--- src/rtl/pfx_pkg.sv ---
// Shared defaults for the prefix-sum / prefix-difference blocks.
package pfx_pkg;

    localparam int unsigned DEF_INT_WIDTH = 32;
    localparam int unsigned DEF_V_LEN     = 8;
    localparam int unsigned DEF_VEC_WIDTH = DEF_INT_WIDTH * DEF_V_LEN;

    // Element i of a packed vector at the default geometry (element 0 in the LSBs).
    function automatic logic [DEF_INT_WIDTH-1:0] pfx_elem(
        input logic [DEF_VEC_WIDTH-1:0] v,
        input int unsigned              i
    );
        return v[i*DEF_INT_WIDTH +: DEF_INT_WIDTH];
    endfunction

endpackage

--- src/rtl/pfx_diff_lane.sv ---
// One element of the difference decoder: modulo-2^INT_WIDTH subtract.
module pfx_diff_lane #(
    parameter int unsigned INT_WIDTH = 32
) (
    input  logic [INT_WIDTH-1:0] minuend,
    input  logic [INT_WIDTH-1:0] subtrahend,
    output logic [INT_WIDTH-1:0] diff
);

    assign diff = minuend - subtrahend;

endmodule

--- src/rtl/pfx_diff.sv ---
// Prefix-sum decoder: two-stage valid/ready pipeline emitting adjacent
// differences, with the last element carried across vectors of a stream.
module pfx_diff
    import pfx_pkg::*;
#(
    parameter int unsigned INT_WIDTH = DEF_INT_WIDTH,
    parameter int unsigned V_LEN     = DEF_V_LEN
) (
    input  logic                       clk,
    input  logic                       rst_n,
    input  logic                       valid_in,
    output logic                       ready_out,
    input  logic                       first_in,
    input  logic [INT_WIDTH*V_LEN-1:0] ivec,
    output logic                       valid_out,
    input  logic                       ready_in,
    output logic [INT_WIDTH*V_LEN-1:0] ovec,
    output logic [31:0]                vec_count
);

    localparam int unsigned VEC_WIDTH = INT_WIDTH * V_LEN;

    logic                 s1_valid;
    logic [VEC_WIDTH-1:0] s1_vec;
    logic [INT_WIDTH-1:0] s1_carry;
    logic [INT_WIDTH-1:0] carry;
    logic [VEC_WIDTH-1:0] diff_vec;
    logic                 adv1;
    logic                 in_xfer;
    logic                 out_xfer;

    // Stage 2 can take new data when empty or draining this cycle.
    assign adv1      = !valid_out || ready_in;
    assign ready_out = !s1_valid || adv1;
    assign in_xfer   = valid_in && ready_out;
    assign out_xfer  = valid_out && ready_in;

    for (genvar i = 0; i < V_LEN; i++) begin : g_lane
        logic [INT_WIDTH-1:0] prev;
        if (i == 0) begin : g_first
            assign prev = s1_carry;
        end else begin : g_rest
            assign prev = s1_vec[(i-1)*INT_WIDTH +: INT_WIDTH];
        end
        pfx_diff_lane #(.INT_WIDTH(INT_WIDTH)) u_lane (
            .minuend    (s1_vec[i*INT_WIDTH +: INT_WIDTH]),
            .subtrahend (prev),
            .diff       (diff_vec[i*INT_WIDTH +: INT_WIDTH])
        );
    end

    // Stage 1 and the stream carry.
    always_ff @(posedge clk) begin
        if (!rst_n) begin
            s1_valid <= 1'b0;
            s1_vec   <= '0;
            s1_carry <= '0;
            carry    <= '0;
        end else if (in_xfer) begin
            s1_valid <= 1'b1;
            s1_vec   <= ivec;
            s1_carry <= first_in ? '0 : carry;
            carry    <= ivec[(V_LEN-1)*INT_WIDTH +: INT_WIDTH];
        end else if (adv1) begin
            s1_valid <= 1'b0;
        end
    end

    // Stage 2 output register and delivered-vector counter.
    always_ff @(posedge clk) begin
        if (!rst_n) begin
            valid_out <= 1'b0;
            ovec      <= '0;
            vec_count <= '0;
        end else begin
            if (adv1) begin
                valid_out <= s1_valid;
                if (s1_valid) begin
                    ovec <= diff_vec;
                end
            end
            if (out_xfer) begin
                vec_count <= vec_count + 32'd1;
            end
        end
    end

endmodule

--- config.mk ---
export PLATFORM = sky130hd
export DESIGN_NAME = pfx_diff
export DESIGN_NICKNAME = d
export VERILOG_FILES = /design/src/rtl/pfx_pkg.sv /design/src/rtl/pfx_diff_lane.sv /design/src/rtl/pfx_diff.sv
export SDC_FILE = /design/constraint.sdc
export NUM_CORES = 2
export LEC_CHECK = 0
export CAP_MARGIN = 10
export CORE_UTILIZATION = 33
export DETAILED_ROUTE_END_ITERATION = 6
export GPL_TIMING_DRIVEN = 0
export HOLD_SLACK_MARGIN = 0.05
export SLEW_MARGIN = 25
export SYNTH_ARGS = -nofsm -noshare
export SYNTH_HDL_FRONTEND = slang
export SYNTH_SLANG_ARGS = --single-unit
--- constraint.sdc ---
create_clock -name clk -period 2.71 [get_ports clk]
set_input_delay 0.813 -clock clk [delete_from_list [all_inputs] [get_ports clk]]
set_output_delay 0.813 -clock clk [all_outputs]
set_load 0.03 [all_outputs]
Word level (Yosys, flattened, before mapping). Cells that the tools add are included.

Logic and storage cells: 27. Bits of input ports: 261. Register bits after elaboration: 610. Output and inout bits: 290.

$add $sub $neg: 9. Reduce and logical (&&, ||, !) cells: 8. Multiplexer cells: 3.

Operator list (number): subtractor 32 bit (8); adder 32 x 1 -> 32 bit, second input constant (1); 2-to-1 mux 32 bit (1); logical AND 1 bit (2); logical NOT 1 bit (2); logical OR 1 bit (2); 2-to-1 mux 1 bit (2); AND reduction 2 bit (1); nonzero test 2 bit (1).

Depth between registers and ports, before layout.
Word-level depth: 5. Mapped depth: 13. Gate-level depth less buffers: 13.

By module. Synthesis repeated with hierarchy kept, for this count alone.

Cell total of the unflattened synthesis: 4727. Area total of the unflattened synthesis: 34891.0 um2.

Modules (own cells, without submodules): pfx_diff (times used 1, cells an instance 2551, area an instance 20271.9 um2); pfx_diff_lane (g_lane[0].u_lane ...) (times used 4, cells an instance 279, area an instance 1839.3 um2); pfx_diff_lane (g_lane[4].u_lane ...) (times used 4, cells an instance 265, area an instance 1815.5 um2).

Worst setup path before layout. No wires, ideal clock.

Kind: register to register. From: register s1_vec[128]. To: register ovec[158]. Slack: -0.181 ns. Data arrival time: 2.763 ns. Clock period less this slack: 2.891 ns. Stages on the path, launching flop included: 14. Path buffers: 0. Library setup time: 0.128 ns. Path through: dfxtp_1 -> inv_1 -> ha_1 -> fa_1 -> nand2b_1 -> a21boi_0 -> o21ai_0 -> a2111oi_2 -> o221a_2 -> a211oi_1 -> o21ba_2 -> o41ai_1 -> xnor2_1 -> o21ai_0.

Cells in the longest elaborated chain, start to end: 1.

RTL lines: start: declaration (RTL line pfx_diff.sv:24) `logic [VEC_WIDTH-1:0] s1_vec;`; start signal: assignment (RTL line pfx_diff.sv:61) `s1_vec <= ivec;`; subtractor 32 bit (RTL line pfx_diff_lane.sv:10) `assign diff = minuend - subtrahend;`; end signal: assignment (RTL line pfx_diff.sv:79) `ovec <= diff_vec;`; end: declaration (RTL line pfx_diff.sv:17) `output logic [INT_WIDTH*V_LEN-1:0] ovec,`.

No other way between the ends. A chain may end at the register's enable or synchronous reset.

Worst setup path in the final report. Same ends and word-level chain as after synthesis.

==> results.toml <==
[pwr]
leakage_nw = 19.00
vdd_drop_max_mv = 0.3503
power_mw = 29.82
netSwitchingFraction_pct = 35.00
combinationalPowerShare_pct = 34.4
p_sw_mw = 10.44
power_frac_seq_pct = 32.6
p_clk_share_pct = 33.0
power_density_mw_per_mm2 = 632.7
internal_power_mw = 19.38

[global_route]
use_met1_pct = 36.80
grt_max_degree = 15
antenna_found_initial = 8
use_met2_pct = 47.72
grt_pass1_wl_mm = 216.1
grt_pass1_vias = 32711
top_usage_layer = "met2"
track_usage_pct = 28.85
gr-usage-met3_pct = 5.158
overflow = 0

[placement]
dp_cells = 6190
dp_hpwl_mm = 120.1
place_congestion = 0.9560
dpl_cell_area_mm2 = 0.04034
port_buffers = 549

[clock_tree]
cts.sinks = 578
clk_latency_ns = 0.64
hold_buffers = 0
cts-root-buf = "clkbuf_16"
clkTransAtPathRegs_ns = 0.06
cts_max_level = 3
cts_buffers = 69
clockBufferDepth = 3
cts_tree = "built"

[cells_and_area]
syn2layout_area_growth_pct = 42.77
fin_area_mm2 = 0.04713
layout-drive-gt1-share_pct = 17.19
fillers = 9686
final_nets = 5652
fin_cells = 6472

[critical_path]
max_stage_delay_ns = 0.44
crit_slowest_cell = "a2111oi_4"
r2r_start = "s1_vec[128]$_SDFFE_PN0P_"
r2r_cells = 13
crit_path_end_kind = "register"
worstSetupPathType = "register to register"
worstPathMaxFanout = 4
worstSetupStartpointType = "register"
crit_path_cell_trace = "inv_2 > ha_4 > fa_2 > nand2b_4 > a21boi_2 > o21ai_2 > a2111oi_4 > o221a_4 > a211oi_2 > o21ba_4 > o41ai_4 > xnor2_1 > o21ai_1"
worstPathArrival_ns = 3.49
startpoint = "s1_vec[128]$_SDFFE_PN0P_"
required_ns = 3.21

[yosys]
synth_edf_count = 0
synth_area_leader_cell = "dfxtp_1"
syn-num-nets = 4869
synth_xor_area_share_pct = 6.155
synth.cell_area_mm2 = 0.03301
seq_area_frac_synth_pct = 35.05
synth-simple-area-share_pct = 19.92
synth-compound-area-share_pct = 22.56
netlist_top_cells_area = "dfxtp_1 (35%), nand2_1 (10%), ha_1 (9.4%), a21oi_1 (9.1%), a21o_1 (3.6%)"
ys_seq_elements = 578
synth_top_family_by_area = "compound AO/OA/AOI/OAI gates"
synthArstFlopShare_pct = 0
synthAdderAreaFrac_pct = 9.923
synthFlopType = "dfxtp_1"
syn_avg_cell_area_um2 = 7.587
synth_cell_type_count = 78
yosysWarningCount = 0
synth.top_cell.area_share_pct = 35.05
syn-instance-count = 4351
synthMuxAreaShare_pct = 0.5458

[outcome]
violations = "design-rule violations, negative setup slack"
outcome = "finished with violations"

[routing]
vias_per_cell = 5.286
routedWlPerCell_um = 23.62
vias = 34212
post-route-drc-count = 3
firstDrtPassIters = 7
routed_wl_mm = 152.9
ant_nets = 0
dr.first_iter.drc_count = 2713

[die]
die_w_um = 318.3
core_area_mm2 = 0.09871
dieArea_mm2 = 0.1013
num_io_pins = 551
dieHeight_um = 318.3
rows = 115
start_util_pct = 33.44

[timing]
rsz0062_at_grt = "yes"
worst_pin_slew_ns = 1.077
period_share_pct = 110.4
slew_headroom_pct = 28.23
setup_viol = 60
fmax_ghz = 0.3344
maxSlewViolCount = 0
fin_ws_ns = -0.2807
setup_tns_ns = -6.523
fin_worst_skew_ns = 0.02346
hold_violations = 0
hold-worst-slack_ns = 0.4423
fin_crit_ns = 2.991

[worst_hold_path]
hp-class = "register to register"
hp-start = "ovec[149]$_SDFFE_PN0P_"
min_path_cells = 2

[flow_run]
cap_violations = 0
## path summary, 6_finish.rpt
kind	end	slack [ns]
worst min-delay path	ovec[149]$_SDFFE_PN0P_	0.44
worst min register to register	ovec[149]$_SDFFE_PN0P_	0.44
worst max-delay path	ovec[158]$_SDFFE_PN0P_	-0.28
worst max register to register	ovec[158]$_SDFFE_PN0P_	-0.28
## repair_timing
item,in CTS,in global routing
resized for setup,521,300
endpoints found under the setup margin,551,155
buffers inserted,111,83
pin swaps,187,206
## routing by layer
layer / vias up / part of all wire, % / routed length, um
met5: - / 0.0059 / 9
met4: 2 / 4.2 / 6442
met3: 242 / 7.2 / 10950
met2: 1192 / 46 / 70820
met1: 16322 / 42 / 64640
li1: 16454 / - / -
## power by group through the flow
stage | Clock [mW] | Sequential [mW] | Combinational (mW)
2_1_floorplan | 0 | 10.3 | 4.55
3_3_place_gp | 0 | 9.88 | 8.13
3_5_place_dp | 0 | 9.89 | 8.13
4_1_cts | 9.95 | 9.72 | 9.31
5_1_grt | 10.3 | 9.78 | 10.9
6_report | 9.84 | 9.73 | 10.3
## worst max-delay path, delay by kind of cell (launching register included)
kind	cells	cell delay (ns)
AOI/OAI and AO/OA	8	1.61
xor gates and xnor gates	1	0.18
adders and majority gates	2	0.49
buffers and inverters	1	0.05
DFF	1	0.36
and+or+nand+nor	1	0.15
## stage by stage
stage               util, %  worst slack, ns
floorplan                 -         -0.09301
global placement      40.77           -2.448
detailed placement    40.87           -1.710
CTS                   46.00          -0.3231
global route          47.74          -0.3563
finish                47.75          -0.2807
## logic make-up after synthesis
family / count (synthesis)
simple gates: 1519
xor+xnor: 232
flops: 578
fa+ha+maj: 257
buf+inv: 513
compound gates: 1234
mux: 18
## cells in the mapped netlist (46+ instances only)
cell      count
nor2_1      220
nand2_1     916
a211oi_1     48
dfxtp_1     578
o21ai_0     193
a21oi_1     601
xor2_1      110
nand3_1      83
xnor2_1     122
ha_1        249
nor3_1       46
clkbuf_1    206
a21o_1      159
inv_1       291
## sequential cells by signal (all words and copies together) (netlist names)
register,cells
s1_vec,256
g_lane.prev,32
s1_valid,1
valid_out,1
ovec,256
vec_count,32
## layout make-up
| class | instances | area [um2] | area share, % |
|---|---|---|---|
| tap | 1287 | 1610 | 3.417 |
| clock inverter | 27 | 315.3 | 0.6690 |
| clock buffer | 93 | 2042 | 4.333 |
| timing repair buffer | 737 | 7137 | 15.14 |
| inverter | 292 | 1117 | 2.371 |
| buffer | 196 | 870.8 | 1.848 |
| antenna | 2 | 5.005 | 0.01062 |
| sequential | 578 | 11780 | 24.99 |
| multi-input combinational | 3260 | 22250 | 47.22 |
## layout by cell type (no fill, tap or decap), drive strengths merged, types with 13 or more instances in the layout
master,netlist,layout
a211oi,50,50
a21o,159,159
a21oi,605,605
a31oi,31,31
and2,20,20
and3,30,30
buf,14,201
clkbuf,207,277
clkdlybuf4s50,0,541
clkinv,1,15
dfxtp,578,578
ha,249,249
inv,291,293
mux2i,18,18
nand2,916,916
nand2b,36,36
nand3,83,83
nand3b,34,34
nand4,36,36
nor2,220,220
nor2b,42,42
nor3,46,46
o211ai,13,13
o21a,32,32
o21ai,199,199
o21bai,23,23
o31ai,18,18
or3,23,23
xnor2,122,122
xor2,110,110
No activity file was read; power rests on OpenSTA's default activity.
